**src/rtl/nx4_spi_pkg.sv**
```systemverilog
// Shared definitions for the SPI packet command decoder: command codes, header length and the
// parser state encoding.
package nx4_spi_pkg;

  localparam logic [7:0] CMD_WRITE  = 8'h01;
  localparam logic [7:0] CMD_READ   = 8'h02;
  localparam logic [7:0] CMD_STATUS = 8'h03;

  // Command byte plus two address bytes.
  localparam int unsigned HDR_LEN = 3;

  typedef enum logic [2:0] {
    StIdle,
    StCmd,
    StAddrH,
    StAddrL,
    StWrite,
    StRead,
    StStatus,
    StDiscard
  } state_e;

  // A packet ending (or being interrupted) in one of these states is malformed.
  function automatic logic is_malformed(state_e s);
    return s inside {StCmd, StAddrH, StAddrL, StDiscard};
  endfunction

  function automatic logic is_payload(state_e s);
    return s inside {StWrite, StRead, StStatus};
  endfunction

endpackage

```
**src/rtl/spi_read_prefetch.sv**
```systemverilog
// Read pipeline: mem_re, one cycle later capture of mem_rdata, one cycle later tx strobe.
// The same output register also carries the STATUS byte.
module spi_read_prefetch (
  input  logic       CLK_40,
  input  logic       reset_n,
  input  logic       issue,
  input  logic       flush,
  input  logic       status_load,
  input  logic [7:0] status_byte,
  input  logic [7:0] mem_rdata,
  output logic       mem_re,
  output logic [7:0] tx_data,
  output logic       tx_data_strobe
);

  // valid_q[0]: mem_re cycle, valid_q[1]: mem_rdata valid cycle.
  logic [1:0] valid_q;
  logic [7:0] data_q;
  logic       stb_q;

  always_ff @(posedge CLK_40 or negedge reset_n) begin
    if (!reset_n) begin
      valid_q <= 2'b00;
      data_q  <= 8'h00;
      stb_q   <= 1'b0;
    end else begin
      valid_q <= flush ? 2'b00 : {valid_q[0], issue};
      stb_q   <= 1'b0;
      if (valid_q[1] && !flush) begin
        data_q <= mem_rdata;
        stb_q  <= 1'b1;
      end else if (status_load) begin
        data_q <= status_byte;
        stb_q  <= 1'b1;
      end
    end
  end

  assign mem_re         = valid_q[0];
  assign tx_data        = data_q;
  assign tx_data_strobe = stb_q;

endmodule

```
**src/rtl/spi_cmd_decoder.sv**
```systemverilog
// Packet-level WRITE/READ/STATUS decoder behind the SPI slave, driving a single-port memory with
// auto-incrementing addresses.
module spi_cmd_decoder
  import nx4_spi_pkg::*;
#(
  parameter int unsigned ADDR_W = 16,
  parameter int unsigned DATA_W = 8
) (
  input  logic              CLK_40,
  input  logic              reset_n,
  input  logic [7:0]        rx_data,
  input  logic              rx_data_strobe,
  input  logic              rx_start,
  input  logic              rx_end_strobe,
  output logic [7:0]        tx_data,
  output logic              tx_data_strobe,
  output logic [ADDR_W-1:0] mem_addr,
  output logic [7:0]        mem_wdata,
  output logic              mem_we,
  output logic              mem_re,
  input  logic [7:0]        mem_rdata,
  output logic              busy,
  output logic              pkt_done,
  output logic [7:0]        err_count
);

  if (DATA_W != 8) begin : g_data_w_check
    $error("spi_cmd_decoder: DATA_W must be 8");
  end
  if (ADDR_W > 16 || ADDR_W == 0) begin : g_addr_w_check
    $error("spi_cmd_decoder: ADDR_W must be 1..16");
  end

  state_e            state_q, state_d;
  logic              is_read_q, is_read_d;
  logic [7:0]        addr_hi_q, addr_hi_d;
  logic [ADDR_W-1:0] addr_q, addr_d;
  logic [ADDR_W-1:0] mem_addr_q, mem_addr_d;
  logic [7:0]        mem_wdata_q, mem_wdata_d;
  logic              mem_we_q, mem_we_d;
  logic              pkt_done_q, pkt_done_d;
  logic [7:0]        err_q;
  logic              err_inc;
  logic              issue, flush, status_load;
  logic [15:0]       hdr_addr;
  logic [ADDR_W-1:0] addr_cur;

  assign hdr_addr = {addr_hi_q, rx_data};
  // The first read uses the address arriving with byte2; later reads use the running pointer.
  assign addr_cur = (state_q == StAddrL) ? hdr_addr[ADDR_W-1:0] : addr_q;

  always_comb begin
    state_d     = state_q;
    is_read_d   = is_read_q;
    addr_hi_d   = addr_hi_q;
    addr_d      = addr_q;
    mem_addr_d  = mem_addr_q;
    mem_wdata_d = mem_wdata_q;
    mem_we_d    = 1'b0;
    pkt_done_d  = 1'b0;
    err_inc     = 1'b0;
    issue       = 1'b0;
    flush       = 1'b0;
    status_load = 1'b0;

    if (rx_start) begin
      state_d   = StCmd;
      addr_hi_d = 8'h00;
      addr_d    = '0;
      flush     = 1'b1;
      err_inc   = is_malformed(state_q);
    end else begin
      if (rx_data_strobe) begin
        unique case (state_q)
          StCmd: begin
            unique case (rx_data)
              CMD_WRITE: begin
                is_read_d = 1'b0;
                state_d   = StAddrH;
              end
              CMD_READ: begin
                is_read_d = 1'b1;
                state_d   = StAddrH;
              end
              CMD_STATUS: begin
                state_d     = StStatus;
                status_load = 1'b1;
              end
              default: state_d = StDiscard;
            endcase
          end
          StAddrH: begin
            addr_hi_d = rx_data;
            state_d   = StAddrL;
          end
          StAddrL: begin
            if (is_read_q) begin
              state_d = StRead;
              issue   = 1'b1;
            end else begin
              state_d = StWrite;
              addr_d  = hdr_addr[ADDR_W-1:0];
            end
          end
          StWrite: begin
            mem_we_d    = 1'b1;
            mem_wdata_d = rx_data;
            mem_addr_d  = addr_q;
            addr_d      = addr_q + ADDR_W'(1);
          end
          StRead:  issue = 1'b1;
          default: ;
        endcase
      end

      if (issue) begin
        mem_addr_d = addr_cur;
        addr_d     = addr_cur + ADDR_W'(1);
      end

      // End is judged on the state reached after any coincident byte.
      if (rx_end_strobe) begin
        err_inc    = is_malformed(state_d);
        pkt_done_d = is_payload(state_d);
        state_d    = StIdle;
      end
    end
  end

  always_ff @(posedge CLK_40 or negedge reset_n) begin
    if (!reset_n) begin
      state_q     <= StIdle;
      is_read_q   <= 1'b0;
      addr_hi_q   <= 8'h00;
      addr_q      <= '0;
      mem_addr_q  <= '0;
      mem_wdata_q <= 8'h00;
      mem_we_q    <= 1'b0;
      pkt_done_q  <= 1'b0;
      err_q       <= 8'h00;
    end else begin
      state_q     <= state_d;
      is_read_q   <= is_read_d;
      addr_hi_q   <= addr_hi_d;
      addr_q      <= addr_d;
      mem_addr_q  <= mem_addr_d;
      mem_wdata_q <= mem_wdata_d;
      mem_we_q    <= mem_we_d;
      pkt_done_q  <= pkt_done_d;
      if (err_inc && err_q != 8'hFF) begin
        err_q <= err_q + 8'h01;
      end
    end
  end

  spi_read_prefetch u_read_prefetch (
    .CLK_40         (CLK_40),
    .reset_n        (reset_n),
    .issue          (issue),
    .flush          (flush),
    .status_load    (status_load),
    .status_byte    (err_q),
    .mem_rdata      (mem_rdata),
    .mem_re         (mem_re),
    .tx_data        (tx_data),
    .tx_data_strobe (tx_data_strobe)
  );

  assign mem_addr  = mem_addr_q;
  assign mem_wdata = mem_wdata_q;
  assign mem_we    = mem_we_q;
  assign busy      = (state_q != StIdle);
  assign pkt_done  = pkt_done_q;
  assign err_count = err_q;

endmodule
```
**config.mk**
```make
export PLATFORM = sky130hd
export DESIGN_NAME = spi_cmd_decoder
export DESIGN_NICKNAME = d
export VERILOG_FILES = /design/src/rtl/nx4_spi_pkg.sv /design/src/rtl/spi_read_prefetch.sv /design/src/rtl/spi_cmd_decoder.sv
export SDC_FILE = /design/constraint.sdc
export NUM_CORES = 1
export LEC_CHECK = 0
export CAP_MARGIN = 20
export CELL_PAD_IN_SITES_DETAIL_PLACEMENT = 0
export CELL_PAD_IN_SITES_GLOBAL_PLACEMENT = 2
export CORE_ASPECT_RATIO = 2
export CORE_UTILIZATION = 30
export DETAILED_ROUTE_END_ITERATION = 10
export PLACE_DENSITY = 0.85
export SLEW_MARGIN = 20
export SYNTH_ARGS = -nofsm -noshare
export SYNTH_HDL_FRONTEND = slang
export SYNTH_SLANG_ARGS = --single-unit
```
**constraint.sdc**
```tcl
create_clock -name CLK_40 -period 2.7 [get_ports CLK_40]
set_clock_uncertainty 0.05 [all_clocks]
set_input_delay 0.675 -clock CLK_40 [delete_from_list [all_inputs] [get_ports CLK_40]]
set_output_delay 0.675 -clock CLK_40 [all_outputs]
set_load 0.005 [all_outputs]
```
==> metrics.cfg, run 1 <==
[global_route]
antenna_found_initial = 0
grt_max_degree = 39
grt_usage_pct = 21.0
gr-total-overflow = 0
grt_pass1_vias = 4494
grt_pass1_wl_um = 24100

[cts]
root_buffer = clkbuf_16
clk_pin_slew_worst_paths_ps = 60
ctsResizeCount = 0
ctsHoldBuffers = 0
cts_buffers = 9
cts_htree_levels = 3
clock-sinks = 73
max-clock-path-buffers = 2
clock_latency_ps = 340
post_cts_buffers = 0
cts_tree = built

[power_and_ir_drop]
leakage_nw = 2.71
fin_total_pwr_mw = 3.18
power_density_nw_per_um2 = 522
max-vdd-ir-drop_mv = 0.314

[synth]
synth_top_area_share_pct = 40.2
yosysTopAreaCell = dfrtp_1
syn-instance-count = 541
syn_area_um2 = 4540
yosysSeqAreaShare_pct = 40.2
ys_seq_elements = 73
synthTopCellsByCount = 117 x nand2_1, 73 x dfrtp_1, 49 x o21ai_0, 29 x nor2_1
syn_nets = 565
yosys_warnings = 0
ys.flop_type = dfrtp_1
async_reset_ff_share_pct = 100
syn-mean-instance-area_um2 = 8.39
yosysUniqueCellTypes = 66
synth.most_common_cell = nand2_1
ys_top_cells_by_area = dfrtp_1 40%, nand2_1 9.7%, mux2i_1 6.0%, o21ai_0 5.4%, xor2_1 3.3%
synth-edff-count = 0

[placement]
dp_hpwl_um = 11900
globalplace.congestion = 0.919
place_ws_ps = -242
place_area_um2 = 5760
io_buffers = 65
place_inst = 819

[detailed_routing]
viasPerCell = 5.18
drt-total-wl_um = 15500
first_pass_iters = 4
wl_per_cell_um = 18.6
drc = 0
dr_total_vias = 4323
drt-initial-drc-count = 176
drt.antenna.violating_nets = 0

[run]
max-cap-violations = 0

[setup_path]
crit_slowest_cell = clkdlybuf4s50_1
crit_chain = clkdlybuf4s50_1, nor4_4, nand2_2, a221o_1, a211oi_4, nor2_1, mux2_1
r2r_start = state_q[2]
slowest_delay_ps = 460
required_ps = 2870
start_kind = input pin
arrival_ps = 2720
worstSetupPathType = input pin to register
r2r-end = u_read_prefetch.tx_data[7]
worstPathMaxFanout = 5
setup.worst_path.end_class = register
r2r_slack_ps = 340
worstRegToRegCells = 10

[final_layout]
design_area_um2 = 6100
antenna_cells = 0
drive_gt1_share_pct = 14.2
fin_cells = 835
multiInputGateArea_um2 = 2520
n_fill_cell = 1537
syn_to_final_growth_pct = 34.5
regArea_um2 = 1830
num-nets-final = 659

[hold_path]
hold_class = input pin to asynchronous set/reset pin

[die]
die_w_um = 89.0
die-area_um2 = 15700
fp-row-count = 63
die_h_um = 176
core_area_um2 = 14800
initial_core_util_pct = 30.6
boundaryPins = 66

[timing]
fin_crit_sh_pct = 94.6
worst_pin_slew_ps = 534
setup_viol = 0
drv_slew = 0
rsz0062_at_grt = no
timing.final.ws_setup_ps = 146
slew_headroom_pct = 64.3
finalHoldViolCount = 0
period_needed_ps = 2550
fmax_ghz = 0.392

[outcome]
status = finished clean

## layout make-up
class	count	area share, %
inverter	6	0.369
timing repair buffer	126	19.0
clock buffer	10	3.91
clock inverter	6	1.48
sequential	73	29.9
multi-input combinational	419	41.3
tap	195	4.00
## power breakdown
group	total [mW]	leakage [nW]	switching [mW]	internal, mW
logic	0.571	1.56	0.256	0.315
clock network	1.32	0.159	0.480	0.837
registers	1.30	0.990	0.118	1.18
total	3.18	2.71	0.854	2.33
## stage by stage
| stage | hold WS, ps | setup TNS [ps] | utilization [%] |
|---|---|---|---|
| 2_1_floorplan | 329 | 0 | - |
| 3_3_place_gp | 405 | -4910 | 38.8 |
| 3_5_place_dp | 415 | -6460 | 38.8 |
| 4_1_cts | 271 | 0 | 41.1 |
| 5_1_grt | 297 | 0 | 41.2 |
| 6_report | 263 | 0 | 41.2 |
## flip-flops by register name (all words and copies together), names as in the netlist
signal / cells
u_read_prefetch.valid_q: 2
pkt_done: 1
mem_addr: 16
addr_hi_q: 8
mem_wdata: 8
is_read_q: 1
u_read_prefetch.tx_data: 8
state_q: 3
err_count: 8
addr_q: 16
u_read_prefetch.tx_data_strobe: 1
mem_we: 1
## placed cells by master (no fill, tap or decap), types with 5 or more instances in the layout
cell type and instances:
and3_1 11, nand2_1 117, clkbuf_16 9, a21oi_1 28, nand2b_1 6, o21ai_0 49, nor3_1 8, nand3_1 20
nor2_1 28, nor2b_1 6, inv_1 5, mux2i_1 27, xor2_1 17, nand4_1 8, a21o_1 5, xnor2_1 13
clkdlybuf4s50_1 63, dfrtp_1 73, buf_4 58
## layer usage
layer  track usage [%]  part of all wire, %  vias up
met3              3.27                  3.7       51
met5                 0                    0        -
met2              38.9                   54      121
met1              20.7                   35     2062
li1                  -                    -     2089
met4              13.8                  6.5        0
## how the worst max path moves through the flow
stage	startpoint	end
2_1_floorplan	state_q[2]	addr_q[8]
3_3_place_gp	rx_data[4]	err_count[6]
3_5_place_dp	rx_data[4]	err_count[6]
4_1_cts	rx_data_strobe	mem_addr[14]
5_1_grt	rx_data[0]	err_count[4]
6_report	rx_data[4]	err_count[2]
## worst max-delay path, delay by kind of cell
family | cells | cell delay, ps
buffers and inverters | 1 | 460
AOI/OAI and AO/OA | 2 | 720
and+or+nand+nor | 3 | 550
muxes | 1 | 320
## logic make-up after synthesis
family	synth area share, %
AOI/OAI and AO/OA	17.8
DFF	40.2
muxes	6.78
adders and majority gates	0.827
xor gates and xnor gates	5.79
and+or+nand+nor	24.0
buffers and inverters	4.58
Power figures use the tool's default switching activity.
==> run 2: changes to the inputs <==
Settings changed: GPL_ROUTABILITY_DRIVEN from default to 0.
==> metrics.cfg, run 2 (synthesized netlist as in run 1, its figures left out) <==
[detailed_routing]
wl_per_cell_um = 18.8  ; +0.92%
first_pass_iters = 5  ; +1
drt-total-wl_um = 15800  ; +1.5%
viasPerCell = 5.31  ; +2.6%
drc = 0  ; unchanged
drt.antenna.violating_nets = 0  ; unchanged
drt-initial-drc-count = 263  ; +49%
dr_total_vias = 4461  ; +3.2%

[power_and_ir_drop]
power_density_nw_per_um2 = 519  ; -0.56%
leakage_nw = 2.70  ; -0.31%
intPower_mw = 2.31  ; -0.98%
clkPwrFrac_pct = 40.6  ; -0.8 points
max-vdd-ir-drop_mv = 0.289  ; -8.0%
switchingPower_mw = 0.863  ; +1.1%
switching_share_pct = 27.2  ; +0.40 points
pwr-share-comb_pct = 18.4  ; +0.5 points
power_frac_seq_pct = 41.0  ; +0.3 points

[setup_path]
crit_top_cell = buf_4
required_ps = 2860  ; about the same
crit_chain = clkdlybuf4s50_1, nand3_1, buf_4, nor4_1, buf_4, and3_1, buf_12, mux2i_1, o21ai_0
arrival_ps = 2740  ; +20 ps
worstPathMaxFanout = 9  ; +4
setup.worst_path.end_class = register
r2r_slack_ps = 370  ; +30 ps
worstSetupPathType = input pin to register
crit_slowest_cell = clkdlybuf4s50_1
slowest_delay_ps = 630  ; +170 ps
start_kind = input pin

[die]
die_w_um = 89.0  ; unchanged
boundaryPins = 66  ; unchanged
fp-row-count = 63  ; unchanged
initial_core_util_pct = 30.6  ; unchanged
die-area_um2 = 15700  ; unchanged
core_area_um2 = 14800  ; unchanged
die_h_um = 176  ; unchanged

[global_route]
grt_max_degree = 42  ; +7.7%
grt_pass1_vias = 4642  ; +3.3%
grt_pass1_wl_um = 24700  ; +2.4%
gr-total-overflow = 0  ; unchanged
antenna_found_initial = 0  ; unchanged
grt_usage_pct = 21.4  ; +0.41 points

[timing]
drv_slew = 0  ; unchanged
slew_headroom_pct = 53.5  ; -11 points
whs_ps = 245  ; -17.3 ps
period_needed_ps = 2580  ; +25.6 ps
setup_viol = 0  ; unchanged
fmax_ghz = 0.388  ; -0.99%
rsz0062_at_grt = no
fin_crit_sh_pct = 95.5  ; +0.95 points
finalHoldViolCount = 0  ; unchanged
worst_pin_slew_ps = 697  ; +163 ps

[final_layout]
drive_gt1_share_pct = 15.0  ; +0.82 points
num-nets-final = 664  ; +0.76%
layout_common_cells = 117 x nand2_1, 73 x dfrtp_1, 64 x clkdlybuf4s50_1, 64 x buf_4, 49 x o21ai_0
fin_cells = 840  ; +0.60%
syn_to_final_growth_pct = 34.6
final_common_cell = nand2_1
antenna_cells = 0  ; unchanged

[cts]
clock-sinks = 73  ; unchanged
cts_htree_levels = 3  ; unchanged
clock_latency_ps = 340  ; about the same
root_buffer = clkbuf_16
max-clock-path-buffers = 2  ; unchanged
cts_buffers = 9  ; unchanged
cts_tree = built
clk_pin_slew_worst_paths_ps = 60  ; about the same

[placement]
dp_hpwl_um = 12200  ; +2.5%
io_buffers = 65  ; unchanged
place_inst = 824  ; +0.61%

[hold_path]
hold_class = input pin to asynchronous set/reset pin

[outcome]
status = finished clean

[run]
max-cap-violations = 0  ; unchanged

run 2: layout make-up:
type,instances,area [µm²]
Fill cell,1554,8710
Inverter,6,22.5
Clock buffer,9,225
Multi-Input combinational cell,419,2520
Timing Repair Buffer,131,1180
Sequential cell,73,1830
Clock inverter,7,93.8
Tap cell,195,244
run 2: repair_timing:
| item | in CTS | in global routing |
|---|---|---|
| gates resized for setup | 0 | 3 |
| hold buffers | 0 | 0 |
| setup endpoints to repair | 0 | 17 |
| buffers inserted | 0 | 0 |
run 2: power groups by stage:
stage	clock network [mW]	logic [mW]	registers, mW
after detailed placement	0	0.584	1.32
after global placement	0	0.567	1.32
after floorplan	0	0.249	1.28
final	1.29	0.584	1.30
after global routing	1.36	0.641	1.31
after CTS	1.31	0.585	1.30
run 2: per-layer routing:
metal	up-vias	part of all wire (%)	global-route usage, %
met1	2162	35	20.9
met2	149	54	39.6
met3	55	4.3	3.32
met4	0	6.6	14.7
li1	2095	-	-
met5	-	0	0
run 2: worst max-delay path: cells and delay by family:
family	cells	cell delay, ps
AND/OR/NAND/NOR	3	640
AO/OA/AOI/OAI	1	100
multiplexers	1	190
buffers and inverters	4	1120
run 2: worst paths after layout:
| check | start | to | depth (start not counted) |
|---|---|---|---|
| max | rx_data_strobe | u_read_prefetch.tx_data[6] | 9 |
| min | reset_n | err_count[0] | 1 |
| max reg2reg | state_q[2] | u_read_prefetch.tx_data[6] | 10 |
| min reg2reg | mem_addr[11] | mem_addr[11] | 2 |
| max in group asynchronous | reset_n | mem_addr[2] | 2 |
| min in group CLK_40 | mem_addr[11] | mem_addr[11] | 2 |
run 2: metrics by stage:
stage	total power [mW]	instance area [µm²]	setup WS, ps	TNS [ps]	utilization [%]
after CTS	3.20	6100	95.6	0	41.2
after detailed placement	1.91	5780	-252	-6700	39.0
after floorplan	1.53	4540	12.0	0	-
final	3.17	6110	121	0	41.2
after global placement	1.88	5780	-184	-5080	39.0
after global routing	3.32	6110	18.0	0	41.2
